===== src/rtl/muldiv_seq_if.sv =====
// Decode-side handshake and HI/LO read bus for the iterative multiply/divide sequencer.
interface muldiv_seq_if #(
  parameter int XLEN = 32
);
  logic            start;
  logic [2:0]      op;
  logic [XLEN-1:0] a;
  logic [XLEN-1:0] b;
  logic            flush;
  logic            busy;
  logic            done;
  logic [XLEN-1:0] hi;
  logic [XLEN-1:0] lo;

  modport master (
    output start, op, a, b, flush,
    input  busy, done, hi, lo
  );

  modport slave (
    input  start, op, a, b, flush,
    output busy, done, hi, lo
  );
endinterface


===== src/rtl/muldiv_seq.sv =====
// Radix-2 multiply/divide sequencer with architectural HI/LO: 32 ITER steps on magnitudes,
// then one FIX cycle that applies the sign correction and commits the result.
module muldiv_seq #(
  parameter int XLEN  = 32,
  parameter int CNT_W = 5
) (
  input  logic          clk,
  input  logic          rst,
  muldiv_seq_if.slave   bus
);

  localparam logic [2:0] OP_MTHI = 3'd4;
  localparam logic [2:0] OP_MTLO = 3'd5;

  typedef enum logic [1:0] {IDLE, ITER, FIX} state_t;

  function automatic logic [XLEN-1:0] mag(input logic signed [XLEN-1:0] v);
    logic [XLEN-1:0] r;
    r = v[XLEN-1] ? -v : v;
    return r;
  endfunction

  function automatic logic [XLEN-1:0] neg_if(input logic [XLEN-1:0] v, input logic n);
    return n ? -v : v;
  endfunction

  function automatic logic [2*XLEN-1:0] neg_if_wide(input logic [2*XLEN-1:0] v, input logic n);
    return n ? -v : v;
  endfunction

  state_t             state_q, state_d;
  logic [CNT_W-1:0]   cnt_q;
  logic               busy_q, done_q;
  logic [XLEN-1:0]    hi_q, lo_q;

  // Datapath state: {upper, multiplier} for multiply, {remainder, dividend/quotient} for divide
  logic [2*XLEN-1:0]  acc_q;
  logic [XLEN-1:0]    opb_q;
  logic               is_div_q, neg_res_q, neg_rem_q, dz_q;

  logic               accept, md_start, signed_op;
  logic signed [XLEN-1:0] a_s, b_s;
  logic [XLEN:0]      sum, shifted;
  logic [XLEN-1:0]    diff;
  logic               ge;
  logic [2*XLEN-1:0]  mul_next, div_next, prod;
  logic [XLEN-1:0]    res_hi, res_lo;

  assign accept    = bus.start && !bus.flush && (state_q == IDLE);
  assign md_start  = accept && !bus.op[2];
  assign signed_op = !bus.op[0];
  assign a_s       = bus.a;
  assign b_s       = bus.b;

  always_comb begin
    state_d = state_q;
    case (state_q)
      IDLE:    if (md_start) state_d = ITER;
      ITER:    if (cnt_q == CNT_W'(XLEN-1)) state_d = FIX;
      FIX:     state_d = IDLE;
      default: state_d = IDLE;
    endcase
    if (bus.flush) state_d = IDLE;
  end

  // Iteration step: shift-add for multiply, restoring shift-subtract for divide
  always_comb begin
    sum      = {1'b0, acc_q[2*XLEN-1:XLEN]} + (acc_q[0] ? {1'b0, opb_q} : {(XLEN+1){1'b0}});
    mul_next = {sum, acc_q[XLEN-1:1]};
    shifted  = {acc_q[2*XLEN-1:XLEN], acc_q[XLEN-1]};
    ge       = shifted >= {1'b0, opb_q};
    diff     = shifted[XLEN-1:0] - opb_q;
    div_next = {(ge ? diff : shifted[XLEN-1:0]), acc_q[XLEN-2:0], ge};
  end

  // Sign fix; a zero divisor keeps the all-ones quotient unnegated
  always_comb begin
    prod   = neg_if_wide(acc_q, neg_res_q);
    res_hi = is_div_q ? neg_if(acc_q[2*XLEN-1:XLEN], neg_rem_q) : prod[2*XLEN-1:XLEN];
    res_lo = is_div_q ? neg_if(acc_q[XLEN-1:0], neg_res_q && !dz_q) : prod[XLEN-1:0];
  end

  always_ff @(posedge clk) begin
    if (rst) begin
      state_q <= IDLE;
      cnt_q   <= '0;
      busy_q  <= 1'b0;
      done_q  <= 1'b0;
      hi_q    <= '0;
      lo_q    <= '0;
    end else begin
      state_q <= state_d;
      busy_q  <= (state_d != IDLE);
      done_q  <= (state_q == FIX) && !bus.flush;
      if (md_start)
        cnt_q <= '0;
      else if (state_q == ITER)
        cnt_q <= cnt_q + 1'b1;
      if ((state_q == FIX) && !bus.flush) begin
        hi_q <= res_hi;
        lo_q <= res_lo;
      end else if (accept && bus.op == OP_MTHI) begin
        hi_q <= bus.a;
      end else if (accept && bus.op == OP_MTLO) begin
        lo_q <= bus.a;
      end
    end
  end

  always_ff @(posedge clk) begin
    if (md_start) begin
      acc_q     <= {{XLEN{1'b0}}, (signed_op ? mag(a_s) : bus.a)};
      opb_q     <= signed_op ? mag(b_s) : bus.b;
      is_div_q  <= bus.op[1];
      neg_res_q <= signed_op && (bus.a[XLEN-1] ^ bus.b[XLEN-1]);
      neg_rem_q <= signed_op && bus.op[1] && bus.a[XLEN-1];
      dz_q      <= (bus.b == '0);
    end else if (state_q == ITER) begin
      acc_q <= is_div_q ? div_next : mul_next;
    end
  end

  assign bus.busy = busy_q;
  assign bus.done = done_q;
  assign bus.hi   = hi_q;
  assign bus.lo   = lo_q;

endmodule


===== src/flat_wrapper.sv =====
// flat-port wrapper written by rule: the top's interface ports become plain ports
module muldiv_seq_flat 
#(
  parameter int XLEN  = 32,
  parameter int CNT_W = 5
)
  (clk, rst, bus_start, bus_op, bus_a, bus_b, bus_flush, bus_busy, bus_done, bus_hi, bus_lo);
  muldiv_seq_if #(.XLEN(XLEN)) bus_i ();
  input  logic clk;
  input  logic rst;
  input wire logic [$bits(bus_i.start)-1:0] bus_start;
  input wire logic [$bits(bus_i.op)-1:0] bus_op;
  input wire logic [$bits(bus_i.a)-1:0] bus_a;
  input wire logic [$bits(bus_i.b)-1:0] bus_b;
  input wire logic [$bits(bus_i.flush)-1:0] bus_flush;
  output wire logic [$bits(bus_i.busy)-1:0] bus_busy;
  output wire logic [$bits(bus_i.done)-1:0] bus_done;
  output wire logic [$bits(bus_i.hi)-1:0] bus_hi;
  output wire logic [$bits(bus_i.lo)-1:0] bus_lo;
  assign bus_i.start = bus_start;
  assign bus_i.op = bus_op;
  assign bus_i.a = bus_a;
  assign bus_i.b = bus_b;
  assign bus_i.flush = bus_flush;
  assign bus_busy = bus_i.busy;
  assign bus_done = bus_i.done;
  assign bus_hi = bus_i.hi;
  assign bus_lo = bus_i.lo;
  muldiv_seq #(.XLEN(XLEN), .CNT_W(CNT_W)) u_core (.clk(clk), .rst(rst), .bus(bus_i));
endmodule

===== config.mk =====
export PLATFORM = sky130hd
export DESIGN_NAME = muldiv_seq_flat
export DESIGN_NICKNAME = d
export VERILOG_FILES = /design/src/rtl/muldiv_seq_if.sv /design/src/rtl/muldiv_seq.sv /design/src/flat_wrapper.sv
export SDC_FILE = /design/constraint.sdc
export NUM_CORES = 1
export LEC_CHECK = 0
export ABC_CLOCK_PERIOD_IN_PS = 3600
export BUFFER_PORTS_ARGS = -buffer_cell sky130_fd_sc_hd__buf_2
export CORE_MARGIN = 3
export CORE_UTILIZATION = 43
export DETAILED_ROUTE_END_ITERATION = 10
export SYNTH_ARGS = -nofsm -noshare
export SYNTH_HDL_FRONTEND = slang
export SYNTH_SLANG_ARGS = --single-unit

===== constraint.sdc =====
create_clock -name clk -period 3.6 [get_ports clk]
set_input_delay 0.18 -clock clk [delete_from_list [all_inputs] [get_ports clk]]
set_output_delay 0.18 -clock clk [all_outputs]
set_load 0.02 [all_outputs]

==> results.txt, run 1 <==
status: finished, final reports clean
relative slew slack: 30.4%
placed cell count: 2387
Initial Util: 44.0%
Leak: 7.23 nW
Setup CP Type: register to register
routed length per instance: 20.8 um
initial antenna violation count: 0
commonest cells after routing, fill and taps aside: nor2_1 (186), nand2_1 (141), buf_2 (136)
startpoint types: register
synthesized cell area: 0.0144 mm2
Unique masters post-synth: 75
Die Y: 189 um
largest vdd supply drop: 0.000366 V
switching share of total power: 36.1%
initial DRC count: 902
grt total ovfl: 0
most common cell after layout, fill and taps aside: nor2_1
DRT Wirelength: 50300 um
I/O pin cnt: 137
synthesized net count: 1950
flops & latches, synth: 173
die area: 0.0358 mm2
post-route ant nets: 0
CTS Root Cell: clkbuf_16
CP Data Arrival Time: 3780 ps
drt pass-1 iters: 5
Hold Path Class: input pin to register
r2r setup slk: 150 ps
CP required: 3930 ps
ratio of cells with drive above 1 in the final layout: 14.9%
Int Power: 0.00393 W
DP HPWL: 39400 um
# port buffers: 136
vias in the first global route: 13.7k
Layout area overhead: 16.2%
fmax: 290 MHz
Mapped Avg Cell Area: 7.98 um2
Final Max Slew Viols: 0
Final setup viols: 0
DP Area: 0.0161 mm2
Nets: 2111
vias per cell: 5.94
worst slew pin tran: 1040 ps
n_diodes: 0
Final Cycle Share: 95.8%
PD cells: 367 mW/mm2
Fin. Hold Viols: 0
first-pass GRT wire length: 77700 um
total global routing track utilization: 27.6%
instance count of the mapped netlist: 1807
sequential share of the synthesized area: 28.7%
final std cells w/o fill: 2423
Top FF cell, synth: dfxtp_1
yosys warns: 0
Die W: 189 um
final clock skew: 14.2 ps
Comb power frac: 31.5%
Max Root-Sink Buffers: 2
Final min period: 3450 ps
max cap viols: 0
Fill cells: 3280
NetSw: 0.00222 W
Final Power: 0.00615 W
DRC Markers: 0
Design Area, Final: 0.0168 mm2
Reg clk slew, reported paths: 80 ps
async set-or-reset flop fraction in the synthesized netlist: 0%
H-tree Lvls: 4
total clock sinks: 173
EDFF count, synth: 68
clk_lat worst skew: 470 ps
Vias: 14.4k
clock network power share: 32.3%
sequential power share: 36.2%
CTS tree: done
Worst Setup End Kind: register
num rows: 66
gpl congestion: 0.946
Setup TNS Final: 0 ps
TritonCTS Buffers: 17
CP max FO: 26
Core ar.: 0.0328 mm2
largest net degree at the start of global routing: 75
footprint of the multi-input gates: 0.00966 mm2
FF+latch area: 0.00414 mm2
## cell families (layout without fill, tap and decap cells)
| group | Yosys count | after routing | synth area share, % |
|---|---|---|---|
| buffers and inverters | 176 | 350 | 4.61 |
| muxes | 112 | 112 | 7.78 |
| and+or+nand+nor | 599 | 599 | 20.2 |
| DFF | 173 | 173 | 28.7 |
| AOI/OAI and AO/OA | 526 | 526 | 23.3 |
| adders and majority gates | 72 | 72 | 6.35 |
| xor gates and xnor gates | 149 | 149 | 9.05 |
## cell type report
class	instances	area share [%]
multi-input cells	1458	57.6
clock inverters	14	0.970
well taps	442	3.30
flip-flops and latches	173	24.7
inverters	80	1.80
clock buffers	18	2.69
repair buffers	238	8.90
## worst paths after layout
kind	from	to	cells past startpoint
setup / recovery	u_core.acc_q[0]$_DFFE_PP_	u_core.acc_q[50]$_SDFFE_PP0P_	12
hold reg to reg	u_core.cnt_q[4]$_SDFFE_PP0P_	u_core.cnt_q[4]$_SDFFE_PP0P_	2
setup reg to reg	u_core.acc_q[0]$_DFFE_PP_	u_core.acc_q[50]$_SDFFE_PP0P_	12
hold / removal	bus_b[30]	u_core.opb_q[30]$_DFFE_PP_	2
## worst max-delay path: stages, from the launching register on
cell and delay (ps):
edfxtp_1 390, clkinv_1 140, buf_4 160, buf_4 310
nor2_1 90, ha_1 350, o21a_1 190, o211ai_1 370
a31oi_1 70, a21boi_0 580, o31ai_1 210, xnor2_1 260
o221ai_1 150
## metal layers
metal | vias to the layer above | global-route usage, % | routed length (um)
li1 | 6988 | - | -
met1 | 6814 | 36.4 | 22200
met2 | 517 | 46.7 | 23800
met3 | 74 | 3.67 | 2910
met4 | 0 | 9.22 | 1390
met5 | - | 0 | 0
## state kept, by name, indices dropped and copies added, names as in the netlist
register and cells:
u_core.bus.done 1, u_core.bus.lo 32, u_core.is_div_q 1, u_core.bus.hi 32, u_core.neg_rem_q 1, u_core.cnt_q 5
u_core.opb_q 32, u_core.neg_res_q 1, u_core.dz_q 1, u_core.acc_q 64, u_core.bus.busy 1, u_core.state_q 2
## power groups by stage
stage	sequential, W	clock [W]	combinational (W)
finish	0.00223	0.00198	0.00194
global route	0.00223	0.00208	0.00212
CTS	0.00222	0.00202	0.00191
detailed placement	0.00227	0	0.00189
global placement	0.00227	0	0.00189
floorplan	0.00227	0	0.00124
## synthesized netlist by cell type (all sizes together) (31+ instances only)
master | count | area (um2)
clkbuf | 83 | 312
inv | 79 | 297
a21oi | 131 | 656
xor2 | 68 | 596
a211oi | 58 | 435
xnor2 | 81 | 709
nand3 | 31 | 155
ha | 70 | 876
dfxtp | 105 | 2100
mux2i | 111 | 1110
nor2 | 187 | 702
o21ai | 132 | 672
nor3 | 59 | 295
nand2 | 142 | 533
edfxtp | 68 | 2040
## what timing repair did
action                                  in CTS  in global routing
hold buffers                                 3                  0
resized for setup                            2                  3
pin swaps                                    0                  1
buffers inserted                             0                  1
endpoints found under the hold margin        4                  0
endpoints found under the setup margin       2                  5
## stage by stage
stage	setup slack [ps]	hold slack [ps]	util [%]
after floorplan	244	266	-
after global placement	12.4	407	49.1
after detailed placement	-108	412	49.1
after CTS	1.48	10.4	51.1
after global routing	-28.1	37.5	51.1
final	152	29.6	51.1
Note: power is estimated with default switching activity, not from simulation.
==> run 2, diff against run 1 <==
MAX_ROUTING_LAYER = met4   (was unset)
==> results.txt, run 2 (same netlist as run 1, synthesis figures left out) <==
Layout area overhead: 16.5%
ratio of cells with drive above 1 in the final layout: 15.0% (+0.093 points)
reg2reg path depth: 8 (-4)
grt total ovfl: 0 (unchanged)
GR Layer Usage met3: 3.67% (unchanged)
DRC Markers: 0 (unchanged)
Reg clk slew, reported paths: 70 ps (about the same)
Final Cycle Share: 95.6% (-0.21 points)
# port buffers: 136 (unchanged)
Die W: 189 um (unchanged)
H-tree Lvls: 4 (unchanged)
DRT Wirelength: 50400 um (+0.16%)
num rows: 66 (unchanged)
most common cell after layout, fill and taps aside: nor2_1
post-route ant nets: 0 (unchanged)
Most Used Layer, Global Route: met2
drt pass-1 iters: 5 (unchanged)
initial antenna violation count: 0 (unchanged)
Worst Setup End Kind: register
n_diodes: 0 (unchanged)
Initial Util: 44.0% (unchanged)
Core Util, Final: 51.2% (+0.12 points)
Max Root-Sink Buffers: 2 (unchanged)
Vias: 14.5k (+0.53%)
# Post-CTS Setup Buffers: 0 (unchanged)
Hold Path Class: input pin to register
fmax: 291 MHz (+0.22%)
CTS tree: done
grt met1 use: 36.4% (about the same)
max cap viols: 0 (unchanged)
Core ar.: 0.0328 mm2 (unchanged)
Die Y: 189 um (unchanged)
Fin. Hold Viols: 0 (unchanged)
Reg2Reg Launch Point: u_core.acc_q[16]$_DFFE_PP_
initial DRC count: 1065 (+18%)
worst slew pin tran: 928 ps (-112 ps)
TritonCTS Buffers: 17 (unchanged)
first-pass GRT wire length: 77400 um (-0.32%)
r2r setup slk: 160 ps (about the same)
Nets: 2112 (+0.047%)
HP Start: bus_b[30]
I/O pin cnt: 137 (unchanged)
routed length per instance: 20.8 um (+0.12%)
die area: 0.0358 mm2 (unchanged)
reg2reg end: u_core.bus.hi[25]$_SDFFE_PP0P_
status: finished, final reports clean
hold endpoint: u_core.opb_q[30]$_DFFE_PP_
largest net degree at the start of global routing: 108 (+44%)
Setup CP Type: register to register
Min-Delay Path Depth: 2 (unchanged)
Final min period: 3440 ps (-7.50 ps)
clk_lat worst skew: 460 ps (about the same)
max FFs per register: 64 (unchanged)
Setup TNS Final: 0 ps (unchanged)
CTS Root Cell: clkbuf_16
relative slew slack: 38.0% (+7.6 points)
Final Max Slew Viols: 0 (unchanged)
final clock skew: 13.2 ps (-0.981 ps)
Final setup viols: 0 (unchanged)
largest vdd supply drop: 0.000372 V (+1.7%)
met2 usage: 46.9% (+0.21 points)
gpl congestion: 1.00 (+5.8%)
commonest cells after routing, fill and taps aside: nor2_1 (186), nand2_1 (141), buf_2 (136)
vias in the first global route: 13.7k (+0.23%)
DP HPWL: 39100 um (-0.67%)
vias per cell: 5.97 (+0.49%)
CP max FO: 7 (-73%)
CP Data Arrival Time: 3750 ps (-30 ps)
register bank with the most flops: u_core.acc_q
total global routing track utilization: 28.1% (+0.55 points)
CP required: 3910 ps (-20 ps)
Leak: 7.25 nW (+0.26%)
startpoint types: register
total clock sinks: 173 (unchanged)
PD cells: 369 mW/mm2 (+0.56%)
Fill cells: 3270 (-0.30%)
-- run 2: worst max path at each step --
stage | depth (start not counted) | startpoint | slack, ps | end
after floorplan | 12 | u_core.acc_q[31]$_DFFE_PP_ | 240 | u_core.acc_q[60]$_SDFFE_PP0P_
after global placement | 13 | u_core.acc_q[31]$_DFFE_PP_ | 120 | u_core.acc_q[58]$_SDFFE_PP0P_
after detailed placement | 13 | u_core.acc_q[31]$_DFFE_PP_ | 60 | u_core.acc_q[58]$_SDFFE_PP0P_
after CTS | 13 | u_core.acc_q[31]$_DFFE_PP_ | 70 | u_core.acc_q[58]$_SDFFE_PP0P_
after global routing | 13 | u_core.acc_q[31]$_DFFE_PP_ | -20 | u_core.acc_q[58]$_SDFFE_PP0P_
final | 8 | u_core.acc_q[16]$_DFFE_PP_ | 160 | u_core.bus.hi[25]$_SDFFE_PP0P_
-- run 2: per-stage QoR --
| step | std cells | setup slack [ps] | hold slack (ps) | area [um2] | total power (W) |
|---|---|---|---|---|---|
| final | 2424 | 159 | 31.0 | 16800 | 0.00620 |
| after detailed placement | 2390 | 58.4 | 425 | 16200 | 0.00421 |
| after global placement | 2390 | 117 | 414 | 16200 | 0.00420 |
| after global routing | 2424 | -15.3 | 29.4 | 16800 | 0.00650 |
| after CTS | 2424 | 66.2 | 11.4 | 16800 | 0.00619 |
| after floorplan | 1807 | 244 | 266 | 14400 | 0.00352 |
-- run 2: what timing repair did --
action | 4_1_cts | 5_1_grt
resized for setup | 0 | 3
endpoints found under the setup margin | 0 | 2
hold buffers | 2 | 0
endpoints found under the hold margin | 3 | 0
-- run 2: metal layers --
metal,vias to the layer above,wire length [um],part of all wire (%)
li1,6999,-,-
met1,6851,21900,43
met2,554,24000,48
met3,65,3500,6.9
met4,0,983,2.0
met5,-,0,0
-- run 2: where the power goes --
group | total (W) | switching (W) | internal [W] | leakage, nW
registers | 0.00222 | 0.0000931 | 0.00213 | 1.48
clock network | 0.00198 | 0.000942 | 0.00104 | 0.298
logic | 0.00200 | 0.00120 | 0.000792 | 5.47
total | 0.00620 | 0.00224 | 0.00396 | 7.25
-- run 2: cell type report --
cell class / count / area (um2) / share of cell area, %
multi-input cells: 1458 / 9660 / 57.5
flip-flops and latches: 173 / 4140 / 24.7
repair buffers: 239 / 1530 / 9.13
well taps: 442 / 553 / 3.29
clock buffers: 18 / 450 / 2.68
inverters: 80 / 302 / 1.79
clock inverters: 14 / 160 / 0.953
-- run 2: critical path, stage by stage (launching register included) --
cell and delay (ps):
edfxtp_1 440, or4_4 590, or4_1 450, or4_1 710, or3_4 480, o211ai_1 240, o21ai_1 130, xnor2_1 160
o22ai_1 90
==> run 3, diff against run 2 <==
ABC_AREA = 1   (was unset)
ABC_CLOCK_PERIOD_IN_PS = unset   (was 3600)
==> results.txt, run 3 <==
Reg2Reg Launch Point: u_core.opb_q[20]$_DFFE_PP_
area leader, netlist: nand2_1
drt pass-1 iters: 6 (+1)
vias in the first global route: 19.4k (+41%)
CP required: 4040 ps (+130 ps)
Worst Setup End Kind: register
Setup WS post-layout: 483 ps (+324 ps)
delay-heaviest family, CP: simple AND/OR/NAND/NOR gates
Initial Util: 44.1% (+0.090 points)
crit path buf inv count: 2 (+2)
CTS tree: done
GR Layer Usage met3: 9.13% (+5.5 points)
hold endpoint: u_core.opb_q[21]$_DFFE_PP_
CP Data Arrival Time: 3560 ps (-190 ps)
die area: 0.0437 mm2 (+22%)
startpoint types: register
Vias: 21.6k (+49%)
DP Worst Slack: 242 ps (+184 ps)
flops & latches, synth: 173 (unchanged)
CP Cell Sequence: inv_1 > ha_1 > nand2_1 > inv_1 > nand2_1 > nand2_1 > nand2_1 > nand2_1 > nand2_1 > nand2_1 > nor2_4 > nand2_4 > nor2_4 > nand2_1 > nand2_1 > nor2_1 > nor2_1
Layout area overhead: 12.1%
PD cells: 358 mW/mm2 (-2.9%)
instance count of the mapped netlist: 3087 (+71%)
Top FF cell, synth: dfxtp_1
vias per cell: 5.74 (-3.8%)
grt met1 use: 56.0% (+20 points)
fmax: 321 MHz (+10%)
Leak: 10.3 nW (+42%)
met2 usage: 53.7% (+6.8 points)
most used cell, CP: nand2_1
Min-Delay Path Depth: 3 (+1)
EDFF count, synth: 68 (unchanged)
status: finished, final reports clean
total clock sinks: 173 (unchanged)
slowest stage cell, crit path: edfxtp_1
post-route ant nets: 0 (unchanged)
H-tree Lvls: 4 (unchanged)
routed length per instance: 22.5 um (+8.2%)
initial DRC count: 3205 (+200%)
top-count cell post-synth: nand2_1
final clock skew: 13.9 ps (+0.688 ps)
Final min period: 3120 ps (-324 ps)
CTS resizes: 0 (unchanged)
register bank with the most flops: u_core.acc_q
I/O pin cnt: 137 (unchanged)
total global routing track utilization: 38.6% (+10 points)
Final Max Slew Viols: 0 (unchanged)
Setup TNS Final: 0 ps (unchanged)
reg2reg path depth: 17 (+9)
Final Power: 0.00712 W (+15%)
largest net degree at the start of global routing: 92 (-15%)
synthesized net count: 3230 (+66%)
initial antenna violation count: 6 (+6)
sequential share of the synthesized area: 23.4% (-5.3 points)
reg2reg end: u_core.acc_q[54]$_SDFFE_PP0P_
DRT Wirelength: 84600 um (+68%)
top cell type's share of synthesized area: 21.3% (+6.8 points)
grt total ovfl: 0 (unchanged)
async set-or-reset flop fraction in the synthesized netlist: 0% (unchanged)
worst slew pin tran: 1030 ps (+98.9 ps)
Nets: 3359 (+59%)
largest vdd supply drop: 0.000464 V (+25%)
synthesized cell area: 0.0177 mm2 (+23%)
Die W: 209 um (+10%)
max cap viols: 0 (unchanged)
Mapped Avg Cell Area: 5.74 um2 (-28%)
Hold Path Class: input pin to register
Most Used Layer, Global Route: met1
DRC Markers: 0 (unchanged)
max incr delay on CP: 530 ps (-180 ps)
Unique masters post-synth: 53 (-29%)
Post-synth top cells: nand2_1 (1007), inv_1 (448), nor2_1 (303)
CP max FO: 21 (+14)
commonest cells after routing, fill and taps aside: nand2_1 (1006), inv_1 (447), nor2_1 (300)
CTS Root Cell: clkbuf_16
Max Root-Sink Buffers: 2 (unchanged)
# port buffers: 136 (unchanged)
num rows: 73 (+11%)
Final setup viols: 0 (unchanged)
ratio of cells with drive above 1 in the final layout: 9.20% (-5.8 points)
Core ar.: 0.0402 mm2 (+23%)
RSZ-0062 raised after global routing: no
Fin. Hold Viols: 0 (unchanged)
gpl congestion: 1.10 (+9.9%)
most common cell after layout, fill and taps aside: nand2_1
clk_lat worst skew: 510 ps (+50 ps)
max FFs per register: 64 (unchanged)
Setup CP Type: register to register
r2r setup slk: 480 ps (+320 ps)
Die Y: 209 um (+10%)
synth top area cells: nand2_1 (21%), dfxtp_1 (12%), edfxtp_1 (12%)
DP HPWL: 68400 um (+75%)
TritonCTS Buffers: 17 (unchanged)
Final Cycle Share: 86.6% (-9.0 points)
relative slew slack: 31.5% (-6.5 points)
yosys warns: 0 (unchanged)
Reg clk slew, reported paths: 70 ps (about the same)
HP Start: bus_b[21]
first-pass GRT wire length: 124000 um (+60%)
[run 3: cell types whose count changed after synthesis, moves of 23 or more]
cell	delta
a211oi_1	-54
inv_1	+370
mux2i_1	-108
nand2_1	+865
nand3_1	+197
nand3b_1	+23
nand4_1	+25
nor2_1	+116
o21ai_0	+125
xnor2_1	-68
[run 3: worst max-delay path by stage]
stage | start | end | slack, ps | cells past startpoint
4_1_cts | u_core.acc_q[0]$_DFFE_PP_ | u_core.acc_q[46]$_SDFFE_PP0P_ | 200 | 13
5_1_grt | u_core.opb_q[20]$_DFFE_PP_ | u_core.acc_q[49]$_SDFFE_PP0P_ | 330 | 17
3_3_place_gp | u_core.acc_q[0]$_DFFE_PP_ | u_core.acc_q[46]$_SDFFE_PP0P_ | 170 | 14
6_report | u_core.opb_q[20]$_DFFE_PP_ | u_core.acc_q[54]$_SDFFE_PP0P_ | 480 | 17
2_1_floorplan | u_core.acc_q[0]$_DFFE_PP_ | u_core.acc_q[63]$_SDFFE_PP0P_ | 1180 | 18
3_5_place_dp | u_core.acc_q[0]$_DFFE_PP_ | u_core.acc_q[46]$_SDFFE_PP0P_ | 240 | 13
[run 3: layout make-up]
class	instances	area (um2)
Antenna cell	5	12.5
Clock buffer	20	479
Clock inverter	12	98.8
Fill cell	4375	20300
Inverter	464	1740
Multi-Input combinational cell	2347	11400
Sequential cell	173	4140
Tap cell	525	657
Timing Repair Buffer	213	1310
[run 3: kinds of logic after synthesis]
kind of cell,share of synthesized area (%)
simple gates,39.9
buf+inv,12.3
flops,23.4
xor+xnor,4.20
mux,0.169
fa+ha+maj,5.17
compound gates,15.0
[run 3: tightest hold or removal path, stage by stage]
cell    delay, ps
buf_2         100
xor2_1         80
inv_1          50
[run 3: what timing repair did]
action | in CTS | in global routing
endpoints found under the hold margin | 11 | 0
setup endpoints to repair | 0 | 2
hold buffers | 10 | 0
setup buffers | 0 | 3
[run 3: power breakdown]
group	switching [W]	leakage, nW	internal [W]
clock network	0.000960	0.281	0.000981
registers	0.000154	1.49	0.00215
logic	0.00203	8.52	0.000839
[run 3: metrics by stage]
stage	utilization, %	instance area (um2)	hold slack [ps]	cells
after floorplan	-	17700	264	3087
after detailed placement	47.6	19100	390	3709
after global routing	49.4	19900	34.6	3758
final	49.4	19900	19.5	3759
after CTS	49.3	19800	3.97	3751
after global placement	47.6	19100	387	3709
[run 3: routing by layer]
layer / up-vias / share of wire, %
li1: 10100 / -
met4: 0 / 2.5
met5: - / 0
met3: 132 / 14
met2: 1352 / 40
met1: 9959 / 43
